[src/rtl/seq_trace_buffer.sv]
// rtl/seq_trace_buffer.sv - retirement trace FIFO with PC-match freeze trigger
module seq_trace_buffer #(
    parameter int DEPTH  = 16,
    parameter int ADDR_W = 4
) (
    input  logic                CLK,
    input  logic                RESET,
    input  logic [31:0]         pc_in,
    input  logic [31:0]         instr_in,
    input  logic [31:0]         alu_in,
    input  logic [31:0]         memdata_in,
    input  logic                cap_en,
    input  logic                trig_en,
    input  logic [31:0]         trig_pc,
    input  logic                rearm,
    input  logic                flush,
    input  logic                rec_ready,
    output logic                rec_valid,
    output logic [31:0]         rec_pc,
    output logic [31:0]         rec_instr,
    output logic [31:0]         rec_alu,
    output logic [31:0]         rec_mem,
    output logic [ADDR_W:0]     count,
    output logic                overflow,
    output logic [15:0]         drop_cnt,
    output logic                frozen
);

    typedef enum logic {
        RUN    = 1'b0,
        FROZEN = 1'b1
    } state_t;

    localparam logic [ADDR_W:0] FULL_CNT = (ADDR_W + 1)'(DEPTH);

    state_t              state;
    state_t              state_next;
    logic [127:0]        mem [DEPTH];
    logic [ADDR_W-1:0]   wp;
    logic [ADDR_W-1:0]   rp;
    logic [127:0]        head;

    logic                push_req;
    logic                trig_hit;
    logic                full;
    logic                pop;
    logic                push_ok;
    logic                drop;
    logic                push_go;
    logic                pop_go;

    // Capture/drain qualifiers; flush overrides both data movements
    always_comb begin
        push_req = cap_en & (state == RUN);
        trig_hit = trig_en & (pc_in == trig_pc) & push_req;
        full     = (count == FULL_CNT);
        pop      = rec_valid & rec_ready;
        push_ok  = push_req & (~full | pop);
        drop     = push_req & full & ~pop;
        push_go  = push_ok & ~flush;
        pop_go   = pop & ~flush;
    end

    // Run/frozen state register
    always_ff @(posedge CLK or posedge RESET) begin
        if (RESET) begin
            state <= RUN;
        end else begin
            state <= state_next;
        end
    end

    // Trigger hit freezes capture even if its own record is dropped; rearm resumes
    always_comb begin
        state_next = state;
        case (state)
            RUN:     if (trig_hit) state_next = FROZEN;
            FROZEN:  if (rearm)    state_next = RUN;
            default: state_next = RUN;
        endcase
    end

    // Pointers, occupancy and drop bookkeeping
    always_ff @(posedge CLK or posedge RESET) begin
        if (RESET) begin
            wp       <= '0;
            rp       <= '0;
            count    <= '0;
            overflow <= 1'b0;
            drop_cnt <= '0;
        end else if (flush) begin
            wp       <= '0;
            rp       <= '0;
            count    <= '0;
            overflow <= 1'b0;
            drop_cnt <= '0;
        end else begin
            if (push_go) wp <= wp + ADDR_W'(1);
            if (pop_go)  rp <= rp + ADDR_W'(1);
            case ({push_go, pop_go})
                2'b10:   count <= count + (ADDR_W + 1)'(1);
                2'b01:   count <= count - (ADDR_W + 1)'(1);
                default: count <= count;
            endcase
            if (drop) begin
                overflow <= 1'b1;
                if (drop_cnt != 16'hFFFF) drop_cnt <= drop_cnt + 16'd1;
            end
        end
    end

    // Record storage; not reset, the head outputs are gated while empty instead
    always_ff @(posedge CLK) begin
        if (push_go) mem[wp] <= {pc_in, instr_in, alu_in, memdata_in};
    end

    // First-word-fall-through head, zero while nothing is held
    always_comb begin
        rec_valid = (count != '0);
        frozen    = (state == FROZEN);
        head      = rec_valid ? mem[rp] : '0;
        rec_pc    = head[127:96];
        rec_instr = head[95:64];
        rec_alu   = head[63:32];
        rec_mem   = head[31:0];
    end

endmodule

[config.mk]
export PLATFORM = sky130hd
export DESIGN_NAME = seq_trace_buffer
export DESIGN_NICKNAME = d
export VERILOG_FILES = /design/src/rtl/seq_trace_buffer.sv
export SDC_FILE = /design/constraint.sdc
export NUM_CORES = 2
export LEC_CHECK = 0
export BUFFER_PORTS_ARGS = -buffer_cell sky130_fd_sc_hd__buf_2
export CORE_MARGIN = 2
export CORE_UTILIZATION = 49
export CTS_BUF_LIST = sky130_fd_sc_hd__clkbuf_4 sky130_fd_sc_hd__clkbuf_8
export DETAILED_ROUTE_END_ITERATION = 7
export PLACE_DENSITY_LB_ADDON = 0.25
export SYNTH_ARGS = -nofsm -noshare
export SYNTH_HDL_FRONTEND = slang
export SYNTH_SLANG_ARGS = --single-unit
[constraint.sdc]
create_clock -name CLK -period 14.7 [get_ports CLK]
set_clock_uncertainty 0.1 [all_clocks]
set_input_delay 1.47 -clock CLK [delete_from_list [all_inputs] [get_ports CLK]]
set_output_delay 1.47 -clock CLK [all_outputs]
set_load 0.02 [all_outputs]
## Yosys cells after proc, flatten, opt, wreduce, memory -nomap -nowiden

Memory sizes are Yosys's and may differ from the RTL's.
Index checks and enable logic that the tools add are counted.

- Memory bits (writable): 2,048
- Memories kept: 1
- ROM bits: 0
- Register bits after elaboration: 31
- Logic and storage cells: 55
- Bits of input ports: 167
- Bits in latches: 0

- Add/subtract/negate cells: 5
- Multiplexer cells: 17
- Multiply operators: 0
- Magnitude comparators: 0
- Divide/modulo/power cells: 0
- Equal/unequal tests: 5
- Bitwise logic cells: 14
- Shifts and indexed selects: 0
- Reductions and logical operators: 7

Memories:

| memory | words | bits a word | rd ports | clocked after memory_dff | wr ports | RTL line | text |
|---|---|---|---|---|---|---|---|
| mem | 16 | 128 | 1 | 0 | 1 | 38 | `logic [127:0] mem [DEPTH];` |

Operators by type and width:

| cell | count |
|---|---|
| 2-to-1 mux 128 bit | 1 |
| 2-to-1 mux 16 bit | 3 |
| == test 32 bit | 1 |
| adder 16 x 1 -> 16 bit (second input constant) | 1 |
| 2-to-1 mux 4 bit | 4 |
| inequality test 16 bit (second input constant) | 1 |
| one-hot mux 5 bit (2 select lines) | 1 |
| AND 1 bit | 9 |
| adder 4 x 1 -> 4 bit (second input constant) | 2 |
| nonzero test 2 bit | 4 |
| 2-to-1 mux 1 bit | 6 |
| adder 5 x 1 -> 5 bit (second input constant) | 1 |
| == test 5 bit (second input constant) | 1 |
| 2-to-1 mux 5 bit | 1 |
| nonzero test 5 bit | 1 |
| subtractor 5 x 1 -> 5 bit (second input constant) | 1 |
| inverter 1 bit | 4 |
| nonzero test 3 bit | 1 |
| == test 2 x 1 -> 1 bit (second input constant) | 1 |
| == test 2 bit (second input constant) | 1 |
| one-hot mux 1 bit (2 select lines) | 1 |
| AND reduction 2 bit | 1 |
| bitwise OR 1 bit | 1 |

## Depth between registers and ports, before layout

- Depth in word-level cells: 8
- Depth in mapped cells: 10
- Gate-level depth less buffers: 9

## Least setup slack after synthesis

No wires, ideal clock.

- Kind: input to register
- Start: in rec_ready
- End: mem mem[4][0] (enable)
- Arrival: 10.855 ns
- Buffers on the path: 0
- Path slack: 2.974 ns
- Cell stages on the path: 5
- Library setup time: 0.772 ns
- Data required time: 13.828 ns
- Path through: nor2b_1 -> a21oi_1 -> nor2b_1 -> nand2_1 -> nor3_1

- Cells in the longest elaborated chain, start to end: 6

RTL lines:

| what | RTL line | text |
|---|---|---|
| start: declaration | 17 | `input logic rec_ready,` |
| AND 1 bit | 57 | `pop = rec_valid & rec_ready;` |
| bitwise OR 1 bit | 58 | `push_ok = push_req & (~full \| pop);` |
| AND 1 bit | 58 |  |
| AND 1 bit | 60 | `push_go = push_ok & ~flush;` |
| 2-to-1 mux 1 bit | 114 | `if (push_go) mem[wp] <= {pc_in, instr_in, alu_in, memdata_in};` |
| 2-to-1 mux 1 bit (implied by the code) | 114 |  |
| end: declaration | 38 |  |

No other way between the ends.

## Final worst setup path

- Start: reg rp[1]
- End: out rec_pc[29]

- Cells in the longest elaborated chain, start to end: 2

RTL lines:

| what | RTL line | text |
|---|---|---|
| start: declaration | 40 | `logic [ADDR_W-1:0] rp;` |
| start signal: assignment | 99 | `if (pop_go) rp <= rp + ADDR_W'(1);` |
| memory read (16 x 128 bit) | n/a |  |
| 2-to-1 mux 128 bit | 121 | `head = rec_valid ? mem[rp] : '0;` |
| end: declaration | 19 | `output logic [31:0] rec_pc,` |

No other way between the ends.

==> impl_metrics.env <==
export IMPL_ys_seq_area_share_pct=78.05
export IMPL_min_period_over_period_pct=47.02
export IMPL_drt_first_pass_iters=6
export IMPL_synth_edf_count=2048
export IMPL_grt_pass1_wl_um=265000
export IMPL_setup_tns_ns=0
export IMPL_die_w_um=407.5
export IMPL_drcViolationCount=0
export IMPL_slew_headroom_pct=18.18
export IMPL_power_mw=14.71
export IMPL_port_buffers=318
export IMPL_via_count=36750
export IMPL_synth_most_common_cell="edfxtp_1"
export IMPL_worstPathRequired_ns=13.13
export IMPL_maxCapViolations=0
export IMPL_path_class="register to primary output"
export IMPL_synth_top_cells_by_count="edfxtp_1, mux4_2, and2_1"
export IMPL_crit_path_max_fanout=137
export IMPL_synthDistinctLibCells=44
export IMPL_power_leakage_nw=28.14
export IMPL_vdd_drop_max_uv=173.9
export IMPL_power_density_mw_per_mm2=162.9
export IMPL_die_y_um=407.5
export IMPL_grt_max_degree=154
export IMPL_async_reset_ff_share_pct=1.491
export IMPL_wirelength_um=183000
export IMPL_yosysWarnings=0
export IMPL_grt_pass1_vias=37940
export IMPL_status="completed"
export IMPL_avgViaCountPerCell=5.912
export IMPL_clockRootBuffer="clkbuf_8"
export IMPL_crit_path_end_kind="primary output"
export IMPL_core_mm2=0.1622
export IMPL_grt_overflow_total=0
export IMPL_track_usage_pct=22.16
export IMPL_cp_arrival_ns=5.34
export IMPL_min_path_type="primary input to asynchronous set/reset pin"
export IMPL_ys_flop_type="edfxtp_1"
export IMPL_dieArea_mm2=0.1661
export IMPL_finalCriticalPeriod_ns=6.911
export IMPL_whs_ns=0.3984
export IMPL_cts_sinks=2079
export IMPL_cts_tree="built"
export IMPL_cts_htree_levels=5
export IMPL_synth_top_area_cell="edfxtp_1"
export IMPL_initialDrtViolationCount=3904
export IMPL_path_clk_slew_ns=0.06
export IMPL_wire_per_inst_um=29.43
export IMPL_clockBufferDepth=4
export IMPL_antenna_found_initial=35
export IMPL_initial_core_util_pct=49.19
export IMPL_synth_seq_cells=2079
export IMPL_rsz0062_at_grt="no"
export IMPL_fmax_mhz=144.7
export IMPL_syn_cell_area_mm2=0.07979
export IMPL_start_kind="register"
export IMPL_syn_area_per_cell_um2=24.71
export IMPL_cts_inserted_buffers=346
export IMPL_fin_nets=3963
export IMPL_synthCells=3229
export IMPL_gp_congestion=0.7348
export IMPL_synth_area_leaders="edfxtp_1, mux4_2, and2_1"
export IMPL_holdBufCountCts=0
export IMPL_clkLatencyLatePin_ns=1.04
export IMPL_cts_repair_resized=0
export IMPL_core_rowCount=148
export IMPL_final_max_slew_viol_count=0
export IMPL_finalSetupViolations=0
export IMPL_synth_top_area_share_pct=77.07
export IMPL_syn_nets=3404
export IMPL_drive_above_1_share_pct=38.20
export IMPL_worst_slew_pin_slew_ns=1.222
export IMPL_final_antenna_net_count=0
export IMPL_cts_setup_buffers=0
export IMPL_io_pins=319
export IMPL_syn_to_final_growth_pct=13.20
export IMPL_dp_final_hpwl_um=90320
export IMPL_hold_viol=0
cell families after synthesis:
family / share of synthesized area [%]
AOI/OAI and AO/OA: 0.2462
xor gates and xnor gates: 0.5927
adders and majority gates: 0.1255
buffers and inverters: 1.104
DFF: 78.05
muxes: 18.14
and+or+nand+nor: 1.742
where the power goes:
part           total, mW  internal (mW)  switching (mW)
combinational       3.29           1.51            1.78
clock               4.77           2.57            2.20
sequential          6.66           6.59          0.0753
total               14.7           10.7            4.05
final timing paths:
kind	start	end	slack (ns)	cells after the start
setup / recovery	rp[1]	rec_pc[29]	7.79	6
hold / removal	RESET	count[1]	0.40	3
setup reg to reg	count[1]	mem[10][81]	9.47	8
hold reg to reg	overflow	overflow	0.42	2
max in group asynchronous	RESET	rp[1]	13.76	3
min in group CLK	overflow	overflow	0.42	2
worst max-delay path, cell delays in order (launching register included):
cell     delay (ns)
dfrtp_4        1.12
buf_12         0.69
buf_4          0.86
mux4_2         0.43
mux4_2         0.48
and2_1         0.31
buf_2          0.23
per-layer routing:
layer  GRT usage (%)  vias up  share of wire, %
li1                -    15040                 -
met1           31.90    19970                42
met2           34.00     1425                48
met3           5.716      286               8.2
met4           6.175       20               2.0
met5               0        -             0.066
stage by stage:
stage          instances  util, %  cell area, um^2  setup WS [ns]
2_1_floorplan       3229        -            79790          2.974
3_3_place_gp        5615    51.75            83950          8.440
3_5_place_dp        5615    51.75            83950          8.418
4_1_cts             6206    55.67            90300          7.617
5_1_grt             6211    55.67            90310          7.453
6_report            6216    55.68            90330          7.789
cell usage in the layout (no fill, tap or decap), types with 8 or more instances in the layout:
cell	n
clkinv_2	39
buf_4	48
nor2_1	27
buf_2	318
xnor2_1	28
nand2_1	11
nand3_1	13
clkinv_1	95
and2_4	8
xor2_1	26
edfxtp_1	2048
dfrtp_1	27
and2_1	129
ha_1	8
mux4_2	640
diode_2	10
inv_1	13
clkbuf_8	353
clkbuf_4	89
buf_12	11
cell type report:
type / count / area [um^2]
flip-flops and latches: 2079 / 62290
repair buffers: 377 / 2172
clock inverters: 149 / 825.8
well taps: 2175 / 2721
fillers: 12100 / 71890
multi-input cells: 971 / 16720
clock buffers: 442 / 5527
diodes: 10 / 25.02
inverters: 13 / 48.80
flip-flops by register name, summed over array words and instances, names as in the netlist:
name / flops
mem: 2048
wp: 4
frozen: 1
drop_cnt: 16
rp: 4
count: 5
overflow: 1
(Power assumes the default switching activity.)
